### src/rtl/key_cmd_gen.sv
// key_cmd_gen: per-frame HID keycode sampler producing game commands with
// DAS/ARR auto-repeat for LEFT/RIGHT/DOWN and a priority valid/ready command port.
// Optional build macro: KEY_ARROWS_EN maps arrow keys alongside the letter keys.
module key_cmd_gen #(
    parameter int unsigned NUM_KEYS   = 4,
    parameter int unsigned DAS_FRAMES = 10,
    parameter int unsigned ARR_FRAMES = 2
) (
    input  logic                    Clk,
    input  logic                    Reset,
    input  logic                    frame_tick,
    input  logic [8*NUM_KEYS-1:0]   keycode,
    input  logic                    cmd_ready,
    output logic                    cmd_valid,
    output logic [2:0]              cmd,
    output logic [5:0]              held
);

    localparam int unsigned MAX_FRAMES = (DAS_FRAMES > ARR_FRAMES) ? DAS_FRAMES : ARR_FRAMES;
    localparam int unsigned TW         = $clog2(MAX_FRAMES + 1);
    localparam logic [TW-1:0] DAS_LOAD = TW'(DAS_FRAMES);
    localparam logic [TW-1:0] ARR_LOAD = TW'(ARR_FRAMES);

    localparam int unsigned C_LEFT  = 0;
    localparam int unsigned C_RIGHT = 1;
    localparam int unsigned C_DOWN  = 2;
    localparam int unsigned C_ROTL  = 3;
    localparam int unsigned C_ROTR  = 4;
    localparam int unsigned C_HARD  = 5;

    typedef enum logic [1:0] {
        ST_IDLE,
        ST_DELAY,
        ST_REPEAT
    } rep_state_t;

    rep_state_t       state [3];
    logic [TW-1:0]    timer [3];
    logic [5:0]       pending;
    logic [5:0]       raw;
    logic [5:0]       sample;
    logic [5:0]       set_req;
    logic [5:0]       clr_req;
    logic [7:0]       code;
    logic [2:0]       next_cmd;

    // Decode every key slot into a raw per-command held vector
    always_comb begin
        raw  = '0;
        code = '0;
        for (int i = 0; i < int'(NUM_KEYS); i++) begin
            code = keycode[8*i +: 8];
            case (code)
                8'h04: raw[C_LEFT]  = 1'b1;
                8'h07: raw[C_RIGHT] = 1'b1;
                8'h16: raw[C_DOWN]  = 1'b1;
                8'h14: raw[C_ROTL]  = 1'b1;
                8'h1A: raw[C_ROTR]  = 1'b1;
                8'h2C: raw[C_HARD]  = 1'b1;
`ifdef KEY_ARROWS_EN
                8'h50: raw[C_LEFT]  = 1'b1;
                8'h4F: raw[C_RIGHT] = 1'b1;
                8'h51: raw[C_DOWN]  = 1'b1;
                8'h52: raw[C_ROTR]  = 1'b1;
`endif
                default: ;
            endcase
        end
    end

    // Opposing horizontal keys cancel each other out
    always_comb begin
        sample = raw;
        if (raw[C_LEFT] && raw[C_RIGHT]) begin
            sample[C_LEFT]  = 1'b0;
            sample[C_RIGHT] = 1'b0;
        end
    end

    // Pending-set requests: press/DAS/ARR expiry for repeatables, rising edge otherwise
    always_comb begin
        set_req = '0;
        for (int k = 0; k < 3; k++) begin
            if (frame_tick && sample[k]) begin
                case (state[k])
                    ST_IDLE: set_req[k] = 1'b1;
                    default: set_req[k] = (timer[k] <= TW'(1));
                endcase
            end
        end
        for (int k = 3; k < 6; k++) begin
            set_req[k] = frame_tick && sample[k] && !held[k];
        end
    end

    // Accepted command clears its pending bit, overriding a same-edge set
    always_comb begin
        clr_req = '0;
        if (cmd_valid && cmd_ready) begin
            clr_req = 6'(1) << cmd;
        end
    end

    // Fixed priority: HARD_DROP > ROT_R > ROT_L > LEFT > RIGHT > DOWN
    always_comb begin
        next_cmd = 3'(C_LEFT);
        if      (pending[C_HARD])  next_cmd = 3'(C_HARD);
        else if (pending[C_ROTR])  next_cmd = 3'(C_ROTR);
        else if (pending[C_ROTL])  next_cmd = 3'(C_ROTL);
        else if (pending[C_LEFT])  next_cmd = 3'(C_LEFT);
        else if (pending[C_RIGHT]) next_cmd = 3'(C_RIGHT);
        else if (pending[C_DOWN])  next_cmd = 3'(C_DOWN);
    end

    // Frame-rate DAS/ARR state machines, held sample and pending bits
    always_ff @(posedge Clk) begin
        if (Reset) begin
            for (int k = 0; k < 3; k++) begin
                state[k] <= ST_IDLE;
                timer[k] <= '0;
            end
            held    <= '0;
            pending <= '0;
        end else begin
            if (frame_tick) begin
                held <= sample;
                for (int k = 0; k < 3; k++) begin
                    if (!sample[k]) begin
                        state[k] <= ST_IDLE;
                        timer[k] <= '0;
                    end else begin
                        case (state[k])
                            ST_IDLE: begin
                                state[k] <= ST_DELAY;
                                timer[k] <= DAS_LOAD;
                            end
                            ST_DELAY: begin
                                if (timer[k] <= TW'(1)) begin
                                    state[k] <= ST_REPEAT;
                                    timer[k] <= ARR_LOAD;
                                end else begin
                                    timer[k] <= timer[k] - TW'(1);
                                end
                            end
                            default: begin
                                if (timer[k] <= TW'(1)) begin
                                    timer[k] <= ARR_LOAD;
                                end else begin
                                    timer[k] <= timer[k] - TW'(1);
                                end
                            end
                        endcase
                    end
                end
            end
            pending <= (pending | set_req) & ~clr_req;
        end
    end

    // Command port: load highest pending when idle, hold until accepted
    always_ff @(posedge Clk) begin
        if (Reset) begin
            cmd_valid <= 1'b0;
            cmd       <= '0;
        end else if (cmd_valid && cmd_ready) begin
            cmd_valid <= 1'b0;
        end else if (!cmd_valid && (pending != '0)) begin
            cmd_valid <= 1'b1;
            cmd       <= next_cmd;
        end
    end

endmodule

### config.mk
export PLATFORM = sky130hd
export DESIGN_NAME = key_cmd_gen
export DESIGN_NICKNAME = d
export VERILOG_FILES = /design/src/rtl/key_cmd_gen.sv
export SDC_FILE = /design/constraint.sdc
export NUM_CORES = 1
export LEC_CHECK = 0
export CORE_ASPECT_RATIO = 1.2
export CORE_MARGIN = 2
export CORE_UTILIZATION = 46
export DETAILED_ROUTE_END_ITERATION = 8
export PLACE_DENSITY = 0.8
export RECOVER_POWER = 100
export SETUP_SLACK_MARGIN = 0.05
export SLEW_MARGIN = 15
export SYNTH_ARGS = -nofsm -noshare
export SYNTH_HDL_FRONTEND = slang
export SYNTH_SLANG_ARGS = --single-unit
### constraint.sdc
create_clock -name Clk -period 2 [get_ports Clk]
set_input_delay 0.2 -clock Clk [delete_from_list [all_inputs] [get_ports Clk]]
set_output_delay 0.2 -clock Clk [all_outputs]
set_load 0.01 [all_outputs]
==> results.py, run 1 <==
metrics = {
    "cts": {
        "tritoncts": "yes",
        "clk_transition_reported_paths_ps": 70,
        "tritoncts.num_buffers": 5,
        "worstSkewPairLatency_ps": 290,
        "htreeDepth": 2,
        "clk_path_buf_depth": 2,
        "cts_sinks": 34,
        "clock_tree.root_cell": "clkbuf_8",
    },
    "routing": {
        "finalWirelength_microns": 5060,
        "firstDrtPassIters": 4,
        "vias": 2054,
        "routed_via_density": 5.58,
        "final_antenna_net_count": 0,
        "route.detailed.drc": 0,
        "drt_iter0_markers": 108,
        "routedWlPerCell_microns": 13.7,
    },
    "floorplan": {
        "top_level_ports": 46,
        "die_width_microns": 65.7,
        "die-area_sq_um": 5130,
        "floorplan.rows": 26,
        "fp.coreArea_sq_um": 4330,
        "die_y_microns": 78.1,
        "effective_utilization_at_floorplan_pct": 48.6,
    },
    "sta": {
        "achievable-frequency_mhz": 517,
        "fin_tns_setup_ps": 0,
        "finalWorstSetupSlack_ps": 66.3,
        "timing.max_slew.rel_slack_pct": 50.3,
        "hold_viol": 0,
        "timing_worst_slew_pin_value_ps": 738,
        "worst_clock_skew_ps": 9.07,
        "drv_slew": 0,
        "final_setup_violation_count": 0,
        "timing.final.crit_share_pct": 96.7,
        "finalWorstPathRequiredPeriod_ps": 1930,
    },
    "yosys": {
        "dominantRegCellSynth": "edfxtp_1",
        "synth.area.top_cells": "edfxtp_1, dfxtp_1, nor2_1, a21oi_1, ha_1",
        "synth-edff-count": 18,
        "synth_fp_nets": 272,
        "synth-warning-count": 0,
        "mappedNetlistArea_sq_um": 2100,
        "fraction_of_the_yosys_area_taken_by_sequential_cells_pct": 40.9,
        "synthMostInstantiatedCell": "nor2_1",
        "async_reset_ff_share_pct": 0,
        "yosys_register_bits": 34,
        "synthDominantAreaCellType": "edfxtp_1",
        "synth.avg_cell_area_sq_um": 9.14,
        "yosys.area.top_type_share_pct": 25.7,
        "yosysUniqueCellTypes": 51,
        "syn_inst": 230,
        "top_cells_by_count_synth": "nor2_1, edfxtp_1, dfxtp_1, inv_1",
    },
    "grt": {
        "global_route.usage.total_pct": 20.8,
        "grt_max_degree": 16,
        "first_global_vias": 1950,
        "global_route_wire_length_before_repair_microns": 8360,
        "grt_antenna_before_repair": 0,
        "globalRoute.totalOverflow": 0,
    },
    "layout": {
        "multi_input_area_sq_um": 1260,
        "design.final.nets": 353,
        "areaGrowthSynthToFinish_pct": 44.2,
        "antenna-diode-count": 0,
        "seqCellArea_sq_um": 861,
        "final_layout_size_suffix_gt1_share_pct": 22.4,
        "fin_area_sq_um": 3030,
        "num-fill-cells": 357,
    },
    "placed_design": {
        "placement.cell_area_sq_um": 2860,
        "dpl_worst_slack_ps": -410,
        "post-dp-hpwl_microns": 3950,
        "gp_congestion": 0.804,
        "io_buffer_count": 45,
    },
    "power_and_ir_drop": {
        "power.density_nw_per_um2": 523,
        "vdd_ir_drop_max_mv": 0.278,
        "power_leakage_uw": 0.00127,
    },
    "worst_setup_path": {
        "critical_path.cell_chain": "clkdlybuf4s50_1 -> or4b_4 -> buf_4 -> or4_1 -> nand3_2 -> nor2_1 -> a211oi_2",
        "max_fo_critical_path": 2,
        "endpoint_kind": "register",
        "crit_path_top_delay_cell": "or4b_4",
        "cp.required_ps": 2220,
        "timing.setup.critical_path_class": "input pin to register",
        "crit_path_max_incr_delay_ps": 560,
        "cp.arrival_ps": 2150,
        "worstSetupStartpointType": "input pin",
    },
    "status": {
        "status": "complete, no violations",
    },
    "job": {
        "maxCapViolations": 0,
    },
    "worst_hold_path": {
        "worst_hold_path_type": "register to register",
    },
}
worst max-delay path: cells and delay by family:
family                 cells  cell delay (ps)
buffers and inverters      2              580
AOI/OAI and AO/OA          1              210
and+or+nand+nor            4             1160
layout by cell type (no fill, tap or decap), types with 10 or more instances in the layout:
master	count
a21oi_1	14
buf_4	30
clkdlybuf4s50_1	28
dfxtp_1	16
dlygate4sd3_1	11
edfxtp_1	18
inv_1	16
nand2_1	14
nor2_1	31
nor3_1	10
metrics by stage:
stage	power, uW	cells	utilization [%]	hold WS (ps)
4_1_cts	1590	368	68.8	447
5_1_grt	1650	368	70.1	482
3_3_place_gp	1060	360	66.0	428
6_report	1590	368	70.1	439
3_5_place_dp	1070	360	66.0	436
2_1_floorplan	904	230	-	390
report_power, final:
group / internal [uW] / switching (uW) / leakage, uW
registers: 756 / 22.8 / 0.000330
clock network: 277 / 246 / 0.0000482
logic: 152 / 130 / 0.000896
total: 1190 / 399 / 0.00127
what timing repair did:
action                     4_1_cts  5_1_grt
buffers inserted                 0        0
resized for setup               12       17
pin swaps                        7        9
hold buffers                     0        0
setup endpoints to repair       19       24
kinds of logic (layout without fill, tap and decap cells):
group | Yosys count | count (layout) | share of synthesized area, %
and+or+nand+nor | 122 | 122 | 36.4
AOI/OAI and AO/OA | 42 | 42 | 12.7
DFF | 34 | 34 | 40.9
buffers and inverters | 19 | 101 | 3.39
adders and majority gates | 6 | 6 | 3.57
xor gates and xnor gates | 6 | 6 | 2.50
muxes | 1 | 1 | 0.476
registers in the layout, summed over array words and instances, names as in the netlist:
signal,count
state,6
cmd,3
timer,12
held,6
cmd_valid,1
pending,6
area by class of cell:
cell class                 count  share of cell area, %
sequential                    34                   28.4
tap                           56                   2.31
multi-input combinational    177                   41.6
timing repair buffer          77                   22.7
inverter                      16                   1.98
clock inverter                 1                  0.165
clock buffer                   7                   2.85
final timing paths:
check	from	to	slack [ps]	depth (start not counted)
worst min register to register	held[0]	held[0]	440	2
worst max register to register	timer[0][0]	timer[0][1]	180	6
worst max-delay path	keycode[29]	held[3]	70	7
worst min-delay path	held[0]	held[0]	440	2
layer usage:
metal	GRT usage (%)	share of wire, %	vias up
met4	11.0	3.0	0
li1	-	-	1022
met2	35.8	53	58
met5	0	0	-
met1	24.1	40	961
met3	3.72	4.2	13
Note: power is estimated with default switching activity, not from simulation.
==> run 2, diff against run 1 <==
--- a/config.mk
+++ b/config.mk
@@ -5,6 +5,7 @@
 export SDC_FILE = /design/constraint.sdc
 export NUM_CORES = 1
 export LEC_CHECK = 0
+export ABC_CLOCK_PERIOD_IN_PS = 2000
 export CORE_ASPECT_RATIO = 1.2
 export CORE_MARGIN = 2
 export CORE_UTILIZATION = 46
@@ -12,7 +13,7 @@
 export PLACE_DENSITY = 0.8
 export RECOVER_POWER = 100
 export SETUP_SLACK_MARGIN = 0.05
-export SLEW_MARGIN = 15
+export SLEW_MARGIN = 25
 export SYNTH_ARGS = -nofsm -noshare
 export SYNTH_HDL_FRONTEND = slang
 export SYNTH_SLANG_ARGS = --single-unit
==> results of run 2 <==
Same layout as run 1: the final DEF is identical, and so are final timing and power.
